$ cat config.mk
export PLATFORM = sky130hd
export DESIGN_NAME = sio_l2b_rsp_rcv
export DESIGN_NICKNAME = d
export VERILOG_FILES = /design/src/rtl/sio_l2b_pkg.sv /design/src/rtl/sio_l2b_pkt_fifo.sv /design/src/rtl/sio_l2b_rsp_rcv.sv
export SDC_FILE = /design/constraint.sdc
export NUM_CORES = 2
export LEC_CHECK = 0
export ABC_CLOCK_PERIOD_IN_PS = 108000
export BUFFER_PORTS_ARGS = -buffer_cell sky130_fd_sc_hd__buf_2
export CORE_ASPECT_RATIO = 0.75
export CORE_MARGIN = 2
export CORE_UTILIZATION = 40
export CTS_BUF_LIST = sky130_fd_sc_hd__clkbuf_16
export DETAILED_ROUTE_END_ITERATION = 8
export PLACE_DENSITY_LB_ADDON = 0.25
export SLEW_MARGIN = 10
export SYNTH_ARGS = -nofsm -noshare
export SYNTH_HDL_FRONTEND = slang
export SYNTH_SLANG_ARGS = --single-unit
export TNS_END_PERCENT = 100
$ cat constraint.sdc
create_clock -name iol2clk -period 108 [get_ports iol2clk]
set_input_delay 10.8 -clock iol2clk [delete_from_list [all_inputs] [get_ports iol2clk]]
set_output_delay 10.8 -clock iol2clk [all_outputs]
set_load 0.02 [all_outputs]
$ cat src/rtl/sio_l2b_pkg.sv
// Shared field positions, packet record and FSM states for the L2-bank return receiver.
package sio_l2b_pkg;

   localparam int OPES_MSB      = 23;
   localparam int CBA_MSB       = 19;
   localparam int TAG_MSB       = 15;
   localparam int OPES_DATA_BIT = 3;
   localparam int BEAT_W        = 32;
   localparam int PAYLOAD_W     = 512;

   typedef struct packed {
      logic [15:0]          tag;
      logic [3:0]           cba;
      logic [3:0]           opes;
      logic                 has_data;
      logic                 ue;
      logic                 pe;
      logic [PAYLOAD_W-1:0] data;
   } pkt_t;

   typedef enum logic {
      IDLE = 1'b0,
      DATA = 1'b1
   } state_e;

   // Even parity per 16-bit half; 1 means the beat arrived corrupted.
   function automatic logic beat_par_err(input logic [BEAT_W-1:0] d, input logic [1:0] p);
      return ((^d[31:16]) != p[1]) || ((^d[15:0]) != p[0]);
   endfunction

endpackage

$ cat src/rtl/sio_l2b_pkt_fifo.sv
// Generic DEPTH-entry packet FIFO; a pop in the same cycle frees a slot for a push.
module sio_l2b_pkt_fifo #(
   parameter int DEPTH = 4,
   parameter int W     = 8
) (
   input  logic         clk_i,
   input  logic         rst_ni,
   input  logic         push_i,
   input  logic         pop_i,
   input  logic [W-1:0] din_i,
   output logic [W-1:0] dout_o,
   output logic         full_o,
   output logic         empty_o
);

   localparam int AW = (DEPTH > 1) ? $clog2(DEPTH) : 1;

   logic [W-1:0]  mem_q [DEPTH];
   logic [AW-1:0] wr_ptr_q, rd_ptr_q;
   logic [AW:0]   cnt_q;
   logic          do_push, do_pop;

   assign empty_o = (cnt_q == '0);
   assign do_pop  = pop_i && !empty_o;
   assign full_o  = (cnt_q == (AW+1)'(DEPTH)) && !do_pop;
   assign do_push = push_i && !full_o;

   // DEPTH is a power of two, so the pointers wrap naturally.
   always_ff @(posedge clk_i or negedge rst_ni) begin
      if (!rst_ni) begin
         wr_ptr_q <= '0;
         rd_ptr_q <= '0;
         cnt_q    <= '0;
      end else begin
         if (do_push) wr_ptr_q <= wr_ptr_q + 1'b1;
         if (do_pop)  rd_ptr_q <= rd_ptr_q + 1'b1;
         cnt_q <= cnt_q + (AW+1)'(do_push) - (AW+1)'(do_pop);
      end
   end

   always_ff @(posedge clk_i) begin
      if (do_push) mem_q[wr_ptr_q] <= din_i;
   end

   assign dout_o = mem_q[rd_ptr_q];

endmodule

$ cat src/rtl/sio_l2b_rsp_rcv.sv
// Per-bank L2->SIO return receiver: frames header/data beats into packets, queues them, returns credits.
// Parity checking is compiled in only when SIO_L2B_PAR_CHK_EN is defined.
//
// state | meaning
// IDLE  | waiting for a header beat (header-only packets push immediately)
// DATA  | collecting BEATS payload beats of a read response
module sio_l2b_rsp_rcv
   import sio_l2b_pkg::*;
#(
   parameter int DEPTH   = 4,
   parameter int BEATS   = 16,
   parameter int BANK_ID = 0
) (
   input  logic                 iol2clk,
   input  logic                 rst_l,
   input  logic                 l2b_sio_ctag_vld,
   input  logic [BEAT_W-1:0]    l2b_sio_data,
   input  logic [1:0]           l2b_sio_parity,
   input  logic                 l2b_sio_ue_err,
   output logic                 sio_l2b_credit,
   output logic                 rsp_vld,
   input  logic                 rsp_rdy,
   output logic [15:0]          rsp_tag,
   output logic [3:0]           rsp_cba,
   output logic [3:0]           rsp_opes,
   output logic                 rsp_has_data,
   output logic [PAYLOAD_W-1:0] rsp_data,
   output logic                 rsp_ue,
   output logic                 rsp_pe,
   output logic                 err_ovf,
   output logic                 err_proto,
   output logic [2:0]           err_bank
);

   localparam int CW = (BEATS > 1) ? $clog2(BEATS) : 1;

   state_e        state_q, state_d;
   logic [CW-1:0] cnt_q, cnt_d;
   pkt_t          pkt_q, pkt_d;
   pkt_t          hdr_pkt, push_pkt, head, head_v;
   logic          drop_q, drop_d;
   logic          ovf_q, ovf_d;
   logic          proto_q, proto_d;
   logic          credit_q;
   logic          push, pop, fifo_full, fifo_empty;
   logic          pe_beat;

`ifdef SIO_L2B_PAR_CHK_EN
   assign pe_beat = beat_par_err(l2b_sio_data, l2b_sio_parity);
`else
   logic par_unused;
   assign par_unused = ^l2b_sio_parity;
   assign pe_beat    = 1'b0;
`endif

   always_comb begin
      hdr_pkt          = '0;
      hdr_pkt.opes     = l2b_sio_data[OPES_MSB -: 4];
      hdr_pkt.cba      = l2b_sio_data[CBA_MSB -: 4];
      hdr_pkt.tag      = l2b_sio_data[TAG_MSB -: 16];
      hdr_pkt.has_data = l2b_sio_data[OPES_MSB - 3 + OPES_DATA_BIT];
      hdr_pkt.ue       = l2b_sio_ue_err;
      hdr_pkt.pe       = pe_beat;
   end

   always_comb begin
      state_d  = state_q;
      cnt_d    = cnt_q;
      pkt_d    = pkt_q;
      drop_d   = drop_q;
      ovf_d    = ovf_q;
      proto_d  = proto_q;
      push     = 1'b0;
      push_pkt = pkt_q;
      if (l2b_sio_ctag_vld) begin
         // A header mid-payload abandons the partial packet and restarts framing.
         if (state_q == DATA) proto_d = 1'b1;
         if (fifo_full)       ovf_d   = 1'b1;
         cnt_d = '0;
         if (hdr_pkt.has_data) begin
            state_d = DATA;
            pkt_d   = hdr_pkt;
            drop_d  = fifo_full;
         end else begin
            state_d  = IDLE;
            push     = !fifo_full;
            push_pkt = hdr_pkt;
         end
      end else if (state_q == DATA) begin
         pkt_d.data = {pkt_q.data[PAYLOAD_W-BEAT_W-1:0], l2b_sio_data};
         pkt_d.ue   = pkt_q.ue | l2b_sio_ue_err;
         pkt_d.pe   = pkt_q.pe | pe_beat;
         cnt_d      = cnt_q + 1'b1;
         if (cnt_q == CW'(BEATS - 1)) begin
            state_d  = IDLE;
            cnt_d    = '0;
            push     = !drop_q;
            push_pkt = pkt_d;
         end
      end
   end

   always_ff @(posedge iol2clk or negedge rst_l) begin
      if (!rst_l) begin
         state_q  <= IDLE;
         cnt_q    <= '0;
         pkt_q    <= '0;
         drop_q   <= 1'b0;
         ovf_q    <= 1'b0;
         proto_q  <= 1'b0;
         credit_q <= 1'b0;
      end else begin
         state_q  <= state_d;
         cnt_q    <= cnt_d;
         pkt_q    <= pkt_d;
         drop_q   <= drop_d;
         ovf_q    <= ovf_d;
         proto_q  <= proto_d;
         credit_q <= pop;
      end
   end

   sio_l2b_pkt_fifo #(
      .DEPTH (DEPTH),
      .W     ($bits(pkt_t))
   ) u_fifo (
      .clk_i   (iol2clk),
      .rst_ni  (rst_l),
      .push_i  (push),
      .pop_i   (pop),
      .din_i   (push_pkt),
      .dout_o  (head),
      .full_o  (fifo_full),
      .empty_o (fifo_empty)
   );

   assign rsp_vld = !fifo_empty;
   assign pop     = rsp_vld && rsp_rdy;

   // Unwritten FIFO slots never reach the outputs.
   assign head_v = rsp_vld ? head : '0;

   assign rsp_tag        = head_v.tag;
   assign rsp_cba        = head_v.cba;
   assign rsp_opes       = head_v.opes;
   assign rsp_has_data   = head_v.has_data;
   assign rsp_data       = head_v.data;
   assign rsp_ue         = head_v.ue;
   assign rsp_pe         = head_v.pe;
   assign sio_l2b_credit = credit_q;
   assign err_ovf        = ovf_q;
   assign err_proto      = proto_q;
   assign err_bank       = 3'(BANK_ID);

endmodule

* Word level (Yosys, flattened, before mapping)
Memories as Yosys holds them, arrays and structs flattened.
Index checks and enable logic that the tools add are counted.
** Operators by class
- Multiplexer cells :: 21
- Reduce and logical (&&, ||, !) cells :: 14
- Bitwise logic cells :: 1
- Eq/ne operators :: 3
- Add/sub/neg operators :: 5
** Operators with widths (count)
- $mux W514 :: 5
- $mux W539 :: 3
- $mux W4 :: 3
- $mux W1 :: 10
- $reduce_and A2 Y1 :: 4
- $add A2 B1 Y2 const B :: 2
- $add A4 B1 Y4 const B :: 1
- $eq A4 B4 Y1 const B :: 1
- $logic_and A1 B1 Y1 :: 4
- $logic_not A1 Y1 :: 4
- $add A3 B1 Y3 :: 1
- $eq A3 B3 Y1 const B :: 1
- $logic_not A3 Y1 :: 1
- $sub A3 B1 Y3 :: 1
- $ne A2 B1 Y1 const B :: 1
- $reduce_bool A2 Y1 :: 1
- $or A1 B1 Y1 :: 1
** Word-level totals
- Output and inout bits :: 546
- Word-level logic and storage cells :: 61
- Register bits :: 555
- Memories kept :: 1
- RAM bits :: 2156
- Input port bits :: 39
** Memories
- u_fifo.mem_q :: depth 4, width 539, rd ports 1, clocked after Yosys merged registers in 0, wr ports 1, RTL line sio_l2b_pkt_fifo.sv:18 : logic [W-1:0] mem_q [DEPTH];

* Longest topological paths before layout
- Depth after elaboration :: 12
- Depth in mapped cells :: 8
- Depth with buffers taken out :: 7

* Modules after synthesis
A second synthesis with hierarchy kept.
** Unflattened totals
- Cell total of the unflattened synthesis :: 6420
- Area total of the unflattened synthesis :: 111799.7 um2
** Modules (own cells, without submodules)
- sio_l2b_pkt_fifo :: seq. area each 64917.3 um2, times used 1, cells an instance 2850, area an instance 78226.3 um2
- sio_l2b_rsp_rcv :: seq. area each 13663.1 um2, times used 1, cells an instance 3570, area an instance 33573.4 um2

* Least setup slack after synthesis
No wires, ideal clock.
- Kind :: input port to flip-flop
- Start point :: input port l2b_sio_ctag_vld
- End point :: memory u_fifo.mem_q[0][0] in the netlist's numbering (enable)
- Path buffers :: 2
- Arrival time :: 50.365 ns
- Path slack :: 55.429 ns
- Stages on the path :: 5
- Setup time :: 2.206 ns
- Required time :: 105.794 ns
- Path through :: buf_2 > clkbuf_1 > nor3b_1 > a21oi_1 > nor3b_1
** Between the ends
- Word-level cells in the longest chain between the ends :: 4
** RTL lines
- start, declared :: RTL line sio_l2b_rsp_rcv.sv:16 : input logic l2b_sio_ctag_vld,
- $mux W1 :: RTL line sio_l2b_rsp_rcv.sv:75 : if (l2b_sio_ctag_vld) begin
- $logic_and A1 B1 Y1 :: RTL line sio_l2b_pkt_fifo.sv:26 : assign do_push = push_i && !full_o;
- $mux W1 :: RTL line sio_l2b_pkt_fifo.sv:42 : if (do_push) mem_q[wr_ptr_q] <= din_i;
- $mux W1 (not written as such) :: RTL line sio_l2b_pkt_fifo.sv:42
- end, declared :: RTL line sio_l2b_pkt_fifo.sv:18
No other way between the ends.

* Worst setup path in the final report
- Start point :: register u_fifo.rd_ptr_q[0]
- End point :: output port rsp_opes[0]
** Between the ends
- Word-level cells in the longest chain between the ends :: 2
** RTL lines
- start, declared :: RTL line sio_l2b_pkt_fifo.sv:19 : logic [AW-1:0] wr_ptr_q, rd_ptr_q;
- start signal, assigned :: RTL line sio_l2b_pkt_fifo.sv:36 : if (do_pop) rd_ptr_q <= rd_ptr_q + 1'b1;
- $mem_v2 Z4 W539
- $mux W539 :: RTL line sio_l2b_rsp_rcv.sv:141 : assign head_v = rsp_vld ? head : '0;
- end, declared :: RTL line sio_l2b_rsp_rcv.sv:25 : output logic [3:0] rsp_opes,
No other way between the ends.

==> flow_metrics.py <==
metrics = {
    "run_status": {
        "status": "complete, no violations",
    },
    "die": {
        "dieWidth_um": 598,
        "die_area_um2": 268000,
        "io_pins": 585,
        "die_y_um": 449,
        "start_util_pct": 40.2,
        "core_um2": 263000,
        "num_rows": 163,
    },
    "placement": {
        "pre_cts_ws_ps": 91770,
        "dpl.hpwl_um": 166000,
        "place_inst": 9114,
        "io_buffers": 578,
        "place.gp.congestion": 0.750,
    },
    "synth": {
        "yosys_warnings": 0,
        "syn_area_um2": 106000,
        "avgSynthCellArea_um2": 19.6,
        "synthDistinctLibCells": 38,
        "yosysSeqAreaShare_pct": 74.1,
        "synthArstFlopShare_pct": 20.5,
        "ys_seq_elements": 2701,
        "synth_edf_count": 2148,
        "synth_cells": 5395,
        "ys.flop_type": "edfxtp_1",
    },
    "worst_setup_path": {
        "slowest_stage": "dfrtp_4",
        "startpoint_type": "flop",
        "path_common_cell": "buf_4",
        "timing.rr.start": "state_q$_DFF_PN0_",
        "required_ps": 97200,
        "crit_type": "flop to primary output",
        "endpoint_kind": "primary output",
        "r2r-end": "pkt_q[302]$_DFFE_PN0P_",
        "path_cells": "buf_4 -> buf_4 -> buf_12 -> buf_4 -> mux4_2 -> and2_1 -> buf_2",
        "crit_fanout": 91,
        "arrival_ps": 5890,
        "ff2ff_setup_slack_ps": 102900,
        "reg2regPathDepth": 8,
        "max_stage_delay_ps": 900,
    },
    "clock_tree": {
        "cts_num_sinks": 2701,
        "cts_tree": "yes",
        "cts_max_path_buffers": 4,
        "h-tree-depth": 5,
        "cts_buffers": 277,
        "clk-insertion-delay-late_ps": 840,
        "cts_root_buf": "clkbuf_16",
        "ctsResizeCount": 0,
        "post_cts_buffers": 0,
        "clk_pin_slew_ps": 60,
        "ctsHoldBuffers": 0,
    },
    "layout": {
        "final_util_pct": 45.9,
        "fin_nets": 5975,
        "syn2layout_area_growth_pct": 14.2,
        "regArea_um2": 78300,
        "drive_gt1_share_pct": 26.3,
        "post_layout_nonfiller_instances": 9615,
        "num-fill-cells": 22200,
        "multiInputGateArea_um2": 25500,
    },
    "routing": {
        "drtPass1Iterations": 5,
        "drt.antenna.violating_nets": 0,
        "routed_via_density": 5.80,
        "drt_iter0_drc": 5578,
        "routed_wl_um": 282000,
        "vias": 55800,
        "wl_per_cell_um": 29.3,
        "drc": 0,
    },
    "min_path": {
        "hold_path_end": "pkt_q[518]$_DFFE_PN0P_",
        "worstHoldStart": "pkt_q[518]$_DFFE_PN0P_",
        "holdPathStages": 1,
        "min_path_type": "flop to flop",
    },
    "sta": {
        "fin_skew_ps": 48.5,
        "worst_slack_ps": 91310,
        "maxSlewHeadroom_pct": 16.3,
        "finalSetupTns_ps": 0,
        "min_period_ps": 16690,
        "setup_viol": 0,
        "grt_setup_unrepaired": "false",
        "holdWs_ps": 471,
        "tightestPinTransition_ps": 1260,
        "slew_violations": 0,
        "final-hold-violation-count": 0,
        "post-route-period-util_pct": 15.5,
        "max_freq_mhz": 59.9,
    },
    "global_routing": {
        "gr-total-overflow": 0,
        "antenna_found_initial": 19,
        "grt_use_total_pct": 20.6,
        "grt_first_pass_wirelength_um": 403000,
        "grt_max_degree": 179,
        "grt_pass1_vias": 55100,
    },
    "pwr": {
        "p_leak_nw": 43.5,
        "powerDensity_nw_per_um2": 26.4,
        "peakVddDrop_mv": 0.0226,
    },
    "job": {
        "drv_cap": 0,
    },
}
sequential cells by signal, indices dropped and copies added, names as in the netlist:
signal and flops:
u_fifo.rd_ptr_q 2, state_q 1, pkt_q 537, err_ovf 1, cnt_q 4, u_fifo.cnt_q 3, err_proto 1, u_fifo.wr_ptr_q 2
drop_q 1, sio_l2b_credit 1, u_fifo.mem_q 2148
layer usage:
metal	wire (um)	vias up	GRT usage [%]	part of all wire (%)
met1	124000	30200	30.4	44
met5	102	-	0	0.036
met3	20200	325	3.89	7.2
met2	131000	2043	31.5	46
met4	6710	16	5.06	2.4
li1	-	23200	-	-
cell usage after synthesis (9+ instances only):
master	n	area share, %
clkbuf_1	197	0.70
and2_1	539	3.2
buf_1	27	0.096
buf_4	9	0.064
nand2_1	78	0.28
edfxtp_1	2148	61
a22o_1	1022	8.5
dfrtp_1	553	13
buf_2	191	0.90
mux4_2	537	11
mux2_2	23	0.25
logic make-up after synthesis:
kind of cell	Yosys count	share of synthesized area, %
and+or+nand+nor	645	3.64
adders and majority gates	8	0.102
other	1	0.00355
AOI/OAI and AO/OA	1039	8.58
muxes	564	11.7
buffers and inverters	431	1.79
DFF	2701	74.1
xor gates and xnor gates	6	0.0497
layout by cell type, fill, tap and decap left out, types with 4 or more instances in the layout:
cell,Yosys,layout
diode_2,0,6
clkbuf_16,0,284
and2_1,539,539
dfrtp_1,553,551
conb_1,1,4
nor2_1,4,4
o21ai_0,7,7
a22o_1,1022,1022
clkinv_2,0,38
nand2_1,78,78
clkinvlp_4,0,7
buf_12,0,15
mux2i_1,4,4
clkinv_1,0,65
buf_2,191,577
mux2_2,23,23
buf_4,9,82
mux4_2,537,537
nand3_1,4,4
nor3b_2,0,4
inv_6,0,12
ha_1,7,7
bufinv_16,0,21
inv_1,7,70
edfxtp_1,2148,2148
through the flow:
step | power [mW] | instance area (um^2)
6_report | 3.18 | 121000
5_1_grt | 3.31 | 121000
4_1_cts | 3.23 | 121000
3_5_place_dp | 2.31 | 112000
3_3_place_gp | 2.30 | 112000
2_1_floorplan | 2.03 | 106000
cell type report:
cell class / instances / area share, %
Clock inverter: 211 / 1.26
Inverter: 7 / 0.0218
Clock buffer: 284 / 5.89
Sequential cell: 2701 / 64.9
Antenna cell: 6 / 0.0124
Tap cell: 3465 / 3.59
Timing Repair Buffer: 675 / 3.16
Multi-Input combinational cell: 2266 / 21.2
worst max-delay path by stage:
stage | from | endpoint | slack [ps] | cells after the start
after floorplan | l2b_sio_ctag_vld | u_fifo.mem_q[0][0]$_DFFE_PP_ | 55430 | 5
after global placement | u_fifo.rd_ptr_q[0]$_DFFE_PN0P_ | rsp_opes[1] | 91790 | 7
after detailed placement | u_fifo.rd_ptr_q[0]$_DFFE_PN0P_ | rsp_opes[1] | 91770 | 7
after CTS | u_fifo.rd_ptr_q[0]$_DFFE_PN0P_ | rsp_opes[1] | 90840 | 7
after global routing | u_fifo.rd_ptr_q[0]$_DFFE_PN0P_ | rsp_opes[1] | 90660 | 7
final | u_fifo.rd_ptr_q[0]$_DFFE_PN0P_ | rsp_opes[0] | 91310 | 7
worst max-delay path: cells and delay by family (launching register included):
| kind | cells | cell delay, ps |
|---|---|---|
| multiplexers | 1 | 590 |
| flip-flops | 1 | 900 |
| buffers and inverters | 5 | 3150 |
| AND/OR/NAND/NOR | 1 | 260 |
where the power goes:
| part | switching [mW] | internal [mW] | total [mW] | leakage (nW) |
|---|---|---|---|---|
| clock network | 0.394 | 0.528 | 0.922 | 4.47 |
| registers | 0.0356 | 1.22 | 1.25 | 27.6 |
| logic | 0.629 | 0.377 | 1.01 | 11.5 |
Power figures use the tool's default switching activity.
